### config.mk
export PLATFORM = sky130hd
export DESIGN_NAME = warmboot_sequencer
export DESIGN_NICKNAME = d
export VERILOG_FILES = /design/src/rtl/warmboot_sequencer.sv
export SDC_FILE = /design/constraint.sdc
export NUM_CORES = 1
export LEC_CHECK = 0
export CAP_MARGIN = 20
export CORE_MARGIN = 2
export CORE_UTILIZATION = 40
export DETAILED_ROUTE_END_ITERATION = 8
export GPL_TIMING_DRIVEN = 0
export HOLD_SLACK_MARGIN = 0.12
export SYNTH_ARGS = -nofsm -noshare
export SYNTH_HDL_FRONTEND = slang
export SYNTH_SLANG_ARGS = --single-unit
### constraint.sdc
create_clock -name clk_48mhz -period 3.4 [get_ports clk_48mhz]
set_input_delay 0.51 -clock clk_48mhz [delete_from_list [all_inputs] [get_ports clk_48mhz]]
set_output_delay 0.51 -clock clk_48mhz [all_outputs]
set_load 0.01 [all_outputs]
### src/rtl/warmboot_sequencer.sv
// Warm-boot hand-off sequencer between the bootloader and SB_WARMBOOT: detach USB, settle S1/S0, pulse BOOT.
// Optional idle auto-boot is built only when BOOT_IDLE_TIMEOUT_EN is defined.
//
//  state  | meaning
//  IDLE   | waiting for a boot_req rising edge (or idle timeout)
//  DETACH | USB detached, host sees disconnect
//  SETUP  | S1/S0 driven with latched image, BOOT low
//  FIRE   | BOOT pulse high
//  HOLD   | terminal, S1/S0 and detach held until reset
module warmboot_sequencer #(
   parameter int         DETACH_CYCLES       = 480000,
   parameter int         SETUP_CYCLES        = 16,
   parameter int         BOOT_PULSE_CYCLES   = 4,
   parameter int         IDLE_TIMEOUT_CYCLES = 48000000,
   parameter logic [1:0] TIMEOUT_IMAGE       = 2'b01
) (
   input  logic       clk_48mhz,
   input  logic       reset_n,
   input  logic       boot_req,
   input  logic [1:0] image_sel,
   input  logic       usb_activity,
   output logic       usb_detach,
   output logic       wb_s1,
   output logic       wb_s0,
   output logic       wb_boot,
   output logic       busy
);

   localparam int MAX_A   = (DETACH_CYCLES > SETUP_CYCLES) ? DETACH_CYCLES : SETUP_CYCLES;
   localparam int MAX_B   = (BOOT_PULSE_CYCLES > IDLE_TIMEOUT_CYCLES) ? BOOT_PULSE_CYCLES : IDLE_TIMEOUT_CYCLES;
   localparam int MAX_CYC = (MAX_A > MAX_B) ? MAX_A : MAX_B;
   localparam int CNT_W   = $clog2(MAX_CYC) + 1;

   localparam logic [CNT_W-1:0] DETACH_LOAD = CNT_W'(DETACH_CYCLES - 1);
   localparam logic [CNT_W-1:0] SETUP_LOAD  = CNT_W'(SETUP_CYCLES - 1);
   localparam logic [CNT_W-1:0] PULSE_LOAD  = CNT_W'(BOOT_PULSE_CYCLES - 1);
   localparam logic [CNT_W-1:0] CNT_ONE     = CNT_W'(1);

   if (DETACH_CYCLES < 1 || SETUP_CYCLES < 1 || BOOT_PULSE_CYCLES < 1 || IDLE_TIMEOUT_CYCLES < 1)
   begin : g_bad_param
      $error("warmboot_sequencer: cycle parameters must be >= 1");
   end

   typedef enum logic [2:0] {S_IDLE, S_DETACH, S_SETUP, S_FIRE, S_HOLD} state_t;

   state_t           state, state_nxt;
   logic [CNT_W-1:0] cnt, cnt_nxt;
   logic [1:0]       sel_q, sel_nxt;
   logic             req_prev;
   logic             accept_req, start;
   logic [1:0]       start_sel;
   logic             detach_d, s1_d, s0_d, boot_d, busy_d;

   // req_prev resets high so a request already asserted at reset release is not an edge
   assign accept_req = boot_req & ~req_prev & (state == S_IDLE);

`ifdef BOOT_IDLE_TIMEOUT_EN
   localparam logic [CNT_W-1:0] IDLE_LOAD = CNT_W'(IDLE_TIMEOUT_CYCLES - 1);
   logic [CNT_W-1:0] idle_cnt, idle_nxt;
   logic             idle_expire;

   assign idle_expire = (state == S_IDLE) && (idle_cnt == '0);
   assign start       = accept_req | idle_expire;
   assign start_sel   = accept_req ? image_sel : TIMEOUT_IMAGE;

   always_comb begin
      idle_nxt = idle_cnt;
      if (state == S_IDLE) begin
         if (usb_activity)
            idle_nxt = IDLE_LOAD;
         else if (idle_cnt != '0)
            idle_nxt = idle_cnt - CNT_ONE;
      end
   end

   always_ff @(posedge clk_48mhz or negedge reset_n) begin
      if (!reset_n)
         idle_cnt <= IDLE_LOAD;
      else
         idle_cnt <= idle_nxt;
   end
`else
   logic [2:0] unused_cfg;
   assign unused_cfg = {usb_activity, TIMEOUT_IMAGE};
   assign start      = accept_req;
   assign start_sel  = image_sel;
`endif

   always_ff @(posedge clk_48mhz or negedge reset_n) begin
      if (!reset_n) begin
         state      <= S_IDLE;
         cnt        <= '0;
         sel_q      <= 2'b00;
         req_prev   <= 1'b1;
         usb_detach <= 1'b0;
         wb_s1      <= 1'b0;
         wb_s0      <= 1'b0;
         wb_boot    <= 1'b0;
         busy       <= 1'b0;
      end else begin
         state      <= state_nxt;
         cnt        <= cnt_nxt;
         sel_q      <= sel_nxt;
         req_prev   <= boot_req;
         usb_detach <= detach_d;
         wb_s1      <= s1_d;
         wb_s0      <= s0_d;
         wb_boot    <= boot_d;
         busy       <= busy_d;
      end
   end

   always_comb begin
      state_nxt = state;
      cnt_nxt   = cnt;
      sel_nxt   = sel_q;
      case (state)
         S_IDLE: begin
            if (start) begin
               sel_nxt   = start_sel;
               cnt_nxt   = DETACH_LOAD;
               state_nxt = S_DETACH;
            end
         end
         S_DETACH: begin
            if (cnt == '0) begin
               cnt_nxt   = SETUP_LOAD;
               state_nxt = S_SETUP;
            end else begin
               cnt_nxt = cnt - CNT_ONE;
            end
         end
         S_SETUP: begin
            if (cnt == '0) begin
               cnt_nxt   = PULSE_LOAD;
               state_nxt = S_FIRE;
            end else begin
               cnt_nxt = cnt - CNT_ONE;
            end
         end
         S_FIRE: begin
            if (cnt == '0)
               state_nxt = S_HOLD;
            else
               cnt_nxt = cnt - CNT_ONE;
         end
         S_HOLD:  state_nxt = S_HOLD;
         default: state_nxt = S_IDLE;
      endcase
   end

   // Outputs decode the current state and are registered, so they trail state by one cycle
   always_comb begin
      detach_d = (state != S_IDLE);
      busy_d   = (state != S_IDLE);
      boot_d   = (state == S_FIRE);
      s1_d     = 1'b0;
      s0_d     = 1'b0;
      if (state == S_SETUP || state == S_FIRE || state == S_HOLD) begin
         s1_d = sel_q[1];
         s0_d = sel_q[0];
      end
   end

endmodule

==> summary.md, run 1 <==
| Metric | Value |
|---|---|
| Slew Limit Fails | `0` |
| DP HPWL | `about 3.6 mm` |
| Cell family with most CP delay | `compound AO/OA/AOI/OAI gates` |
| Length of the first detailed-routing pass in iterations | `4` |
| Initial Util | `0.417` |
| Class of the worst hold path | `in -> async` |
| CTS Hold Bufs | `0` |
| Seq/Total Area, Yosys | `0.432` |
| DR vias/cell | `5.70` |
| CTS Buffer Depth | `2` |
| Die Area | `about 6000 um2` |
| Top post-synthesis cells by area | `dfrtp_1 (42%), a21oi_1 (5.4%), a31oi_1 (3.5%)` |
| Row count | `26` |
| Yosys reg bits | `37` |
| Worst rel slew slack | `0.453` |
| Number of global-route vias before repair | `1926` |
| Netlist cell types | `52` |
| Post-Syn Area | `2140 um2` |
| Global route overflow | `0` |
| Critical path startpoint category | `flop` |
| Syn avg cell area | `8.90 um2` |
| Top-count cell post-synth | `dfrtp_1` |
| Nets | `265` |
| Synth area leader | `dfrtp_1` |
| WS Path Type | `reg -> reg` |
| Post-synth top cells | `dfrtp_1 (36), a21oi_1 (23), nor2_1 (20)` |
| Chip height | `between 70 and 80 um` |
| Largest stage delay, worst path | `0.45 ns` |
| Layout area overhead | `12.8%` |
| Ant diodes | `0` |
| Non-filler instance count after layout | `roughly 330` |
| Placer Congestion | `0.861` |
| Worst-Margin Slew | `0.821 ns` |
| Required @ worst endpoint | `3.60 ns` |
| Share of cells above drive strength 1 | `0.124` |
| Post CTS Setup Buffer Count | `0` |
| Io pins | `11` |
| Hold Fails Final Rpt | `0` |
| Cts repair resizes | `0` |
| Antenna Nets Post-Route | `0` |
| CP max FO | `10` |
| Run status | `complete, no violations` |
| Warnings from Yosys | `0` |
| Final Cycle Share | `0.701` |
| WP buf/inv | `2` |
| Routed Wire Length | `approximately 5.2 mm` |
| Placed Cells | `320` |
| WL/cell | `15.7 um` |
| LEAKAGE | `slightly above 1 nW` |
| First-pass GRT wire length | `9.20 mm` |
| Post-Synthesis Cells | `241` |
| Initial antenna violation count | `0` |
| Num CTS Buffers | `5` |
| CORE AREA | `5140 um2` |
| Synth Net Count | `~250` |
| CTS tree | `built` |
| Tmin final | `2.38 ns` |
| # Max-Cap Violations | `0` |
| Worst Skew | `between 0.006 and 0.007 ns` |
| CTS root buffer | `clkbuf_8` |
| Fin Hold WS | `0.309 ns` |
| Worst Path Arrival | `2.58 ns` |
| Unrepaired setup endpoints after global routing | `no` |
| Width of the die | `slightly below 80 um` |
| Final setup viols | `0` |
| Initial DRC Count | `104` |
| Post-synth EDFFs | `0` |
| CTS H-tree lvls | `2` |
| Worst-skew pair later-pin latency | `0.29 ns` |
| Largest net degree at the start of global routing | `38` |
| Fmax | `between 400 and 500 MHz` |
| Post-synth ARST share | `1.00` |
| Worst path slowest cell | `clkbuf_1` |
| Predominant post-synthesis flop cell | `dfrtp_1` |
| Top-area cell type share of the netlist area | `0.420` |
| DRC errors left | `0` |
| Clock sink total | `37` |
| PortBufs | `9` |
| Crit-path cells | `inv_1 -> ha_1 -> and2b_1 -> and2_1 -> a31oi_2 -> clkbuf_1 -> nand2_1 -> a31oi_1` |
| Final setup TNS | `0 ns` |
| Maximum VDD drop | `0.140 mV` |
| Clk pin slew, worst setup/hold paths | `0.07 ns` |
| All-Layer GR Usage | `0.194` |
| Via count | `1868` |
| Power Dens Cells | `between 300 and 400 nW/um2` |
| Worst setup EP type | `flop` |
flip-flops by register name (all words and copies together), names as in the netlist:
name,count
cnt,27
wb_s1,1
sel_q,2
req_prev,1
state,3
wb_boot,1
busy,1
wb_s0,1
metal layers:
metal | vias up | part of all wire | wire, um | GRT usage
li1 | 926 | - | - | -
met1 | 904 | 0.48 | 2480 | 0.267
met2 | 31 | 0.47 | 2420 | 0.316
met3 | 7 | 0.037 | 190 | 0.0247
met4 | 0 | 0.014 | 70 | 0.0643
met5 | - | 0 | 0 | 0
cells in the final DEF (no fill, tap or decap), types with 2 or more instances in the layout:
cell type        count
nand3_1             12
nand4_1              6
and4_1               4
clkdlybuf4s50_1      8
nand2_1             14
dfrtp_1             36
or2_2                2
or3_1                5
o21ai_1              2
nor3_1               7
nand2b_1             2
a31o_2               2
nor4_1               7
mux2_2               2
o31ai_1              4
clkbuf_1             7
a41oi_1              3
and3_1               4
nand4b_1             2
nor2b_1              2
inv_1               13
a31oi_1             12
ha_1                 2
nor2_1              20
o21a_1               2
o21ai_0             13
a211oi_1             2
buf_2                6
buf_4                3
clkbuf_8             7
a21oi_1             23
kinds of logic (layout without fill, tap and decap cells):
logic type	count (synthesis)	in the layout	share of synthesized area
adder cells (fa/ha/maj)	2	2	0.0117
AND/OR/NAND/NOR	97	97	0.269
AO/OA/AOI/OAI	72	72	0.208
flip-flops	37	37	0.432
XOR/XNOR	1	1	0.00408
multiplexers	3	3	0.0152
buffers and inverters	29	46	0.0595
per-stage QoR:
stage	setup WS, ns	total power, W	cell area, um2	util
after floorplan	1.47	0.000453	2140	-
after global placement	0.909	0.000467	2320	0.452
after detailed placement	1.02	0.000466	2320	0.451
after CTS	1.07	0.000815	2420	0.471
after global routing	0.863	0.000827	2420	0.471
final	1.02	0.000799	2420	0.471
worst reg2reg max path: cells and delay by family, from the launching register on:
kind	cells	cell delay, ns
buffers and inverters	2	0.54
AOI/OAI and AO/OA	2	0.61
DFF	1	0.40
and+or+nand+nor	3	0.52
adders and majority gates	1	0.23
path summary, 6_finish.rpt:
check / startpoint / end / slack (ns) / depth (start not counted)
max reg2reg: cnt[0]$_DFFE_PN0P_ / cnt[20]$_DFFE_PN0P_ / 1.02 / 8
max in group asynchronous: reset_n / cnt[0]$_DFFE_PN0P_ / 2.58 / 1
min reg2reg: sel_q[1]$_DFFE_PN0P_ / wb_s1$_DFF_PN0_ / 0.49 / 1
min: reset_n / sel_q[0]$_DFFE_PN0P_ / 0.31 / 1
min in group clk_48mhz: sel_q[1]$_DFFE_PN0P_ / wb_s1$_DFF_PN0_ / 0.49 / 1
max: cnt[0]$_DFFE_PN0P_ / cnt[20]$_DFFE_PN0P_ / 1.02 / 8
final cells by class:
type	count	area, um2
plain buffers	16	78.8
clock buffers	7	96.3
clock inverters	1	5.00
fillers	531	2720
inverters	13	48.8
multi-input cells	175	1090
flip-flops and latches	37	927
well taps	70	87.6
repair buffers	9	85.1
power by group:
group	switching, W	internal (W)	leakage (nW)
combinational	0.00000938	0.00000485	0.556
clock	0.000159	0.000183	0.0542
sequential	0.000000478	0.000442	0.397
No activity file was read; power rests on OpenSTA's default activity.
==> inputs of run 2 (changes only) <==
==> constraint.sdc (replaced) <==
create_clock -name clk_48mhz -period 2.1 [get_ports clk_48mhz]
set_input_delay 0.315 -clock clk_48mhz [delete_from_list [all_inputs] [get_ports clk_48mhz]]
set_output_delay 0.315 -clock clk_48mhz [all_outputs]
set_load 0.01 [all_outputs]
==> summary.md, run 2 (synthesized netlist as in run 1, its figures left out) <==
| Metric | Value |
|---|---|
| Run status | `complete, no violations (unchanged)` |
| CTS Hold Bufs | `0 (unchanged)` |
| FF/Latch Area | `931 um2 (was 927 um2)` |
| CORE AREA | `5140 um2 (unchanged)` |
| Length of the first detailed-routing pass in iterations | `4 (unchanged)` |
| Max FFs per register | `27 (unchanged)` |
| Hold Fails Final Rpt | `0 (unchanged)` |
| Largest stage delay, worst path | `0.58 ns (was 0.45 ns)` |
| Regs by FF count | `cnt (27), state (3), sel_q (2) (unchanged)` |
| Die Area | `5960 um2 (unchanged)` |
| CTS Buffer Depth | `2 (unchanged)` |
| Power Dens Cells | `497 nW/um2 (was 330 nW/um2)` |
| Placer Congestion | `0.861 (unchanged)` |
| Clock sink total | `37 (unchanged)` |
| Tmin final | `2.06 ns (was 2.38 ns)` |
| FF-to-FF path depth | `6 (was 8)` |
| Fill cells | `499 (was 531)` |
| Worst-Margin Slew | `0.849 ns (was 0.821 ns)` |
| Largest net degree at the start of global routing | `38 (unchanged)` |
| Ant diodes | `0 (unchanged)` |
| Final Cycle Share | `0.981 (was 0.701)` |
| Num CTS Buffers | `5 (unchanged)` |
| Share of cells above drive strength 1 | `0.211 (was 0.124)` |
| CTS root buffer | `clkbuf_8 (unchanged)` |
| Via count | `1950 (was 1868)` |
| Crit-path cells | `or4_4 -> nor4b_4 -> buf_4 -> nand3_1 -> or3_1 -> o21ai_1 (was inv_1 -> ha_1 -> and2b_1 -> and2_1 -> a31oi_2 -> clkbuf_1 -> nand2_1 -> a31oi_1)` |
| CTS H-tree lvls | `2 (unchanged)` |
| Initial DRC Count | `107 (was 104)` |
| Fin Hold WS | `0.124 ns (was 0.309 ns)` |
| Worst-skew pair later-pin latency | `0.30 ns (was 0.29 ns)` |
| Clk pin slew, worst setup/hold paths | `0.08 ns (was 0.07 ns)` |
| Most frequent cells in the layout | `dfrtp_1 (33), a21oi_1 (23), nor2_1 (19), buf_4 (17), nand2_1 (14) (was dfrtp_1 (36), a21oi_1 (23), nor2_1 (20), nand2_1 (14))` |
| Final core occ | `0.510 (was 0.471)` |
| Final setup TNS | `0 ns (unchanged)` |
| Worst Skew | `0.0107 ns (was 0.00633 ns)` |
| Cell family with most CP delay | `simple AND/OR/NAND/NOR gates (was compound AO/OA/AOI/OAI gates)` |
| Tot Pwr | `0.00130 W (was 0.000799 W)` |
| WL/cell | `16.5 um (was 15.7 um)` |
| Global route overflow | `0 (unchanged)` |
| All-Layer GR Usage | `0.194 (about the same)` |
| Maximum VDD drop | `0.226 mV (was 0.140 mV)` |
| Reg2reg end | `cnt[26]$_DFFE_PN0P_ (was cnt[20]$_DFFE_PN0P_)` |
| Class of the worst hold path | `in -> async (unchanged)` |
| Worst Path Arrival | `2.28 ns (was 2.58 ns)` |
| Antenna Nets Post-Route | `0 (unchanged)` |
| Worst setup EP type | `flop (unchanged)` |
| Row count | `26 (unchanged)` |
| WS Path Type | `reg -> reg (unchanged)` |
| PortBufs | `9 (unchanged)` |
| Crit path depth | `6 (was 8)` |
| Required @ worst endpoint | `2.32 ns (was 3.60 ns)` |
| Critical path startpoint category | `flop (unchanged)` |
| Reg2reg setup slack | `0.04 ns (was 1.02 ns)` |
| CP max FO | `6 (was 10)` |
| Commonest non-fill, non-tap cell in the layout | `dfrtp_1 (unchanged)` |
| DP HPWL | `3.57 mm (unchanged)` |
| Largest reg by FF count | `cnt (unchanged)` |
| R2R Path Start | `cnt[21]$_DFFE_PN0P_ (was cnt[0]$_DFFE_PN0P_)` |
| Final setup viols | `0 (unchanged)` |
| Chip height | `77.2 um (unchanged)` |
| Initial antenna violation count | `0 (unchanged)` |
| DRC errors left | `0 (unchanged)` |
| Nets | `277 (was 265)` |
| CTS tree | `built (unchanged)` |
| DR vias/cell | `5.74 (was 5.70)` |
| Width of the die | `77.2 um (unchanged)` |
| Fmax | `485 MHz (was 420 MHz)` |
| # Max-Cap Violations | `0 (unchanged)` |
| Layout area overhead | `22.2% (was 12.8%)` |
| Number of global-route vias before repair | `1923 (was 1926)` |
| Routed Wire Length | `5.62 mm (was 5.16 mm)` |
| First-pass GRT wire length | `9.24 mm (was 9.20 mm)` |
| LEAKAGE | `1.10 nW (was 1.01 nW)` |
| Multi-input gate area | `1160 um2 (was 1090 um2)` |
| Unrepaired setup endpoints after global routing | `yes (was no)` |
| Worst path slowest cell | `or4_4 (was clkbuf_1)` |
| Io pins | `11 (unchanged)` |
| Worst rel slew slack | `0.434 (was 0.453)` |
| WP buf/inv | `1 (was 2)` |
| Slew Limit Fails | `0 (unchanged)` |
| Initial Util | `0.417 (unchanged)` |
[run 2: changes by cell type in the layout (fill, tap and decap cells not counted), sizes merged]
| cell | before | now |
|---|---|---|
| clkbuf | 15 | 11 |
| buf | 9 | 24 |
| nand4 | 7 | 8 |
[run 2: layer usage]
layer,up-vias,part of all wire,GRT usage
met2,45,0.47,0.315
met3,8,0.047,0.0247
met1,945,0.47,0.271
met5,-,0,0
met4,0,0.013,0.0607
li1,952,-,-
[run 2: worst max-delay path by stage]
stage / start / slack, ns / end
floorplan: cnt[21]$_DFFE_PN0P_ / 0.17 / cnt[16]$_DFFE_PN0P_
global placement: reset_n / -0.20 / cnt[11]$_DFFE_PN0P_
detailed placement: cnt[0]$_DFFE_PN0P_ / -0.21 / cnt[20]$_DFFE_PN0P_
CTS: cnt[11]$_DFFE_PN0P_ / 0.008 / cnt[6]$_DFFE_PN0P_
global route: cnt[2]$_DFFE_PN0P_ / -0.04 / cnt[25]$_DFFE_PN0P_
finish: cnt[21]$_DFFE_PN0P_ / 0.04 / cnt[26]$_DFFE_PN0P_
[run 2: per-stage QoR]
step / area, um2 / worst slack, ns / cells
after global routing: 2620 / -0.0362 / 340
after floorplan: 2140 / 0.173 / 241
after detailed placement: 2320 / -0.210 / 320
final: 2620 / 0.0394 / 340
after CTS: 2450 / 0.00784 / 328
after global placement: 2320 / -0.202 / 320
[run 2: worst reg2reg max path, delay by kind of cell, from the launching register on]
kind / cells / cell delay (ns)
and+or+nand+nor: 4 / 1.27
DFF: 1 / 0.44
buffers and inverters: 1 / 0.18
AOI/OAI and AO/OA: 1 / 0.08
[run 2: repair_timing]
action                     4_1_cts  5_1_grt
buffers inserted                 0       12
gates resized for setup          8       27
pin swaps                        3        8
cloned                           0        1
setup endpoints to repair       26       27
[run 2: where the power goes]
group	switching (W)	internal [W]
Combinational	0.0000157	0.00000786
Clock	0.000265	0.000297
Sequential	0.000000779	0.000716
[run 2: area by class of cell]
class | count | share of cell area
Timing Repair Buffer | 21 | 0.0716
Inverter | 13 | 0.0186
Tap cell | 70 | 0.0334
Clock inverter | 1 | 0.00191
Buffer | 15 | 0.0401
Clock buffer | 7 | 0.0368
Sequential cell | 37 | 0.355
Multi-Input combinational cell | 176 | 0.442
==> inputs of run 3 (changes only) <==
--- a/config.mk
+++ b/config.mk
@@ -11,6 +11,7 @@
 export DETAILED_ROUTE_END_ITERATION = 8
 export GPL_TIMING_DRIVEN = 0
 export HOLD_SLACK_MARGIN = 0.12
+export PLACE_DENSITY = 0.59
 export SYNTH_ARGS = -nofsm -noshare
 export SYNTH_HDL_FRONTEND = slang
 export SYNTH_SLANG_ARGS = --single-unit
==> summary.md, run 3 (synthesized netlist as in run 1, its figures left out) <==
| Metric | Value |
|---|---|
| Unrepaired setup endpoints after global routing | `yes (unchanged)` |
| PortBufs | `9 (unchanged)` |
| DRC errors left | `0 (unchanged)` |
| Largest reg by FF count | `cnt (unchanged)` |
| CTS Hold Bufs | `0 (unchanged)` |
| Most frequent cells in the layout | `dfrtp_1 (31), nor2_1 (20), a21oi_1 (17), nand2_1 (14), buf_4 (14) (was dfrtp_1 (33), a21oi_1 (23), nor2_1 (19), buf_4 (17), nand2_1 (14))` |
| LEAKAGE | `1.09 nW (was 1.10 nW)` |
| CTS Buffer Depth | `2 (unchanged)` |
| Multi-input gate area | `1170 um2 (was 1160 um2)` |
| Tmin final | `2.06 ns (about the same)` |
| Worst Skew | `0.00809 ns (was 0.0107 ns)` |
| Met2 Usage GRT | `0.317 (was 0.315)` |
| Global route overflow | `0 (unchanged)` |
| Met1 GRT Util | `0.254 (was 0.271)` |
| Fmax | `486 MHz (was 485 MHz)` |
| Maximum VDD drop | `0.318 mV (was 0.226 mV)` |
| Required @ worst endpoint | `2.28 ns (was 2.32 ns)` |
| Hold Fails Final Rpt | `0 (unchanged)` |
| Placed instance area | `2320 um2 (unchanged)` |
| Internal power | `0.00111 W (was 0.00102 W)` |
| Antenna Nets Post-Route | `0 (unchanged)` |
| Length of the first detailed-routing pass in iterations | `4 (unchanged)` |
| Switching Fraction | `0.198 (was 0.216)` |
| Nets | `278 (was 277)` |
| Routed Wire Length | `5.37 mm (was 5.62 mm)` |
| Clk network pwr share | `0.465 (was 0.432)` |
| Regs by FF count | `cnt (27), state (3), sel_q (2) (unchanged)` |
| Max FFs per register | `27 (unchanged)` |
| Final Cell Area | `2670 um2 (was 2620 um2)` |
| Worst Path Arrival | `2.24 ns (was 2.28 ns)` |
| Tot Pwr | `0.00138 W (was 0.00130 W)` |
| Clock sink total | `37 (unchanged)` |
| Worst setup EP type | `flop (unchanged)` |
| Layout area overhead | `24.3% (was 22.2%)` |
| Ant diodes | `0 (unchanged)` |
| Final Cycle Share | `0.981 (about the same)` |
| # Max-Cap Violations | `0 (unchanged)` |
| Io pins | `11 (unchanged)` |
| Row count | `26 (unchanged)` |
| Slew Limit Fails | `0 (unchanged)` |
| Final setup TNS | `0 ns (unchanged)` |
| Via count | `1965 (was 1950)` |
| Placer Congestion | `0.820 (was 0.861)` |
| Worst-skew pair later-pin latency | `0.29 ns (was 0.30 ns)` |
| FF/Latch Area | `933 um2 (was 931 um2)` |
| Dpl ws | `-0.198 ns (was -0.210 ns)` |
| Worst-Margin Slew | `0.844 ns (was 0.849 ns)` |
| Initial Util | `0.417 (unchanged)` |
| Initial antenna violation count | `0 (unchanged)` |
| Critical path startpoint category | `flop (unchanged)` |
| Final setup viols | `0 (unchanged)` |
| Die Area | `5960 um2 (unchanged)` |
| Power Dens Cells | `519 nW/um2 (was 497 nW/um2)` |
| CORE AREA | `5140 um2 (unchanged)` |
| Commonest non-fill, non-tap cell in the layout | `dfrtp_1 (unchanged)` |
| Reg2reg setup slack | `0.04 ns (about the same)` |
| WL/cell | `15.8 um (was 16.5 um)` |
| Number of global-route vias before repair | `1876 (was 1923)` |
| DR vias/cell | `5.76 (was 5.74)` |
| Fill cells | `514 (was 499)` |
| Num CTS Buffers | `5 (unchanged)` |
| Sequential power share | `0.518 (was 0.550)` |
| Busiest grt layer | `met2 (unchanged)` |
| CTS tree | `built (unchanged)` |
| Switching pwr | `0.000273 W (was 0.000282 W)` |
| Final worst slack | `0.0405 ns (was 0.0394 ns)` |
| DP HPWL | `3.59 mm (was 3.57 mm)` |
| Run status | `complete, no violations (unchanged)` |
| Chip height | `77.2 um (unchanged)` |
| First-pass GRT wire length | `9.16 mm (was 9.24 mm)` |
| Largest net degree at the start of global routing | `38 (unchanged)` |
| Combinational share of power | `0.017 (was 0.018)` |
| CTS root buffer | `clkbuf_8 (unchanged)` |
| Share of cells above drive strength 1 | `0.240 (was 0.211)` |
| All-Layer GR Usage | `0.194 (about the same)` |
| WS Path Type | `reg -> reg (unchanged)` |
| CTS H-tree lvls | `2 (unchanged)` |
| Met3 usage | `0.0353 (was 0.0247)` |
| Initial DRC Count | `78 (was 107)` |
| Clk pin slew, worst setup/hold paths | `0.08 ns (about the same)` |
| Class of the worst hold path | `in -> async (unchanged)` |
| CP max FO | `5 (was 6)` |
| Worst rel slew slack | `0.437 (was 0.434)` |
| Width of the die | `77.2 um (unchanged)` |
==> run 3: cell count changes in the layout (fill, tap and decap cells not counted), sizes merged <==
| cell | before | now |
|---|---|---|
| clkinv | 1 | 0 |
| buf | 24 | 25 |
| clkbuf | 11 | 12 |
| bufinv | 0 | 1 |
| nand4 | 8 | 7 |
==> run 3: path summary, 6_finish.rpt <==
check | end | from | cells after the start
worst max-delay path | cnt[16]$_DFFE_PN0P_ | cnt[21]$_DFFE_PN0P_ | 5
worst min-delay path | cnt[25]$_DFFE_PN0P_ | reset_n | 1
worst max register to register | cnt[16]$_DFFE_PN0P_ | cnt[21]$_DFFE_PN0P_ | 5
worst min register to register | wb_s0$_DFF_PN0_ | sel_q[0]$_DFFE_PN0P_ | 1
max in group asynchronous | cnt[2]$_DFFE_PN0P_ | reset_n | 1
min in group clk_48mhz | req_prev$_DFF_PN1_ | boot_req | 1
==> run 3: final cells by class <==
cell class	count	area share
Buffer	15	0.0399
Clock buffer	7	0.0324
Clock inverter	1	0.0113
Inverter	13	0.0183
Multi-Input combinational cell	175	0.441
Sequential cell	37	0.350
Tap cell	70	0.0329
Timing Repair Buffer	23	0.0742
==> run 3: stage by stage <==
| stage | hold slack (ns) | utilization | cells |
|---|---|---|---|
| 2_1_floorplan | 0.0194 | - | 241 |
| 3_5_place_dp | 0.471 | 0.451 | 320 |
| 4_1_cts | 0.153 | 0.476 | 328 |
| 6_report | 0.126 | 0.519 | 341 |
| 3_3_place_gp | 0.465 | 0.452 | 320 |
| 5_1_grt | 0.191 | 0.519 | 341 |
==> run 3: critical path, cell delays in order (launching register included) <==
cell	delay [ns]
dfrtp_2	0.42
or4_4	0.60
nor4b_4	0.40
nand4_4	0.19
a21boi_2	0.19
o22a_1	0.16
==> run 3: power groups by stage <==
stage               registers (W)  clock network, W    logic, W
floorplan                0.000730                 0  0.00000299
global placement         0.000730                 0   0.0000259
detailed placement       0.000730                 0   0.0000248
CTS                      0.000716          0.000661   0.0000249
global route             0.000717          0.000693   0.0000274
finish                   0.000716          0.000644   0.0000234
==> run 3: timing repair <==
action	in CTS	in global routing
gates resized for setup	4	40
setup buffers	0	14
endpoints found under the setup margin	22	28
pin swaps	1	10
==> run 3: layer usage <==
metal	vias to the layer above	wire [um]	share of wire
li1	948	-	-
met1	973	2520	0.47
met2	36	2560	0.48
met3	8	210	0.039
met4	0	80	0.015
met5	-	0	0
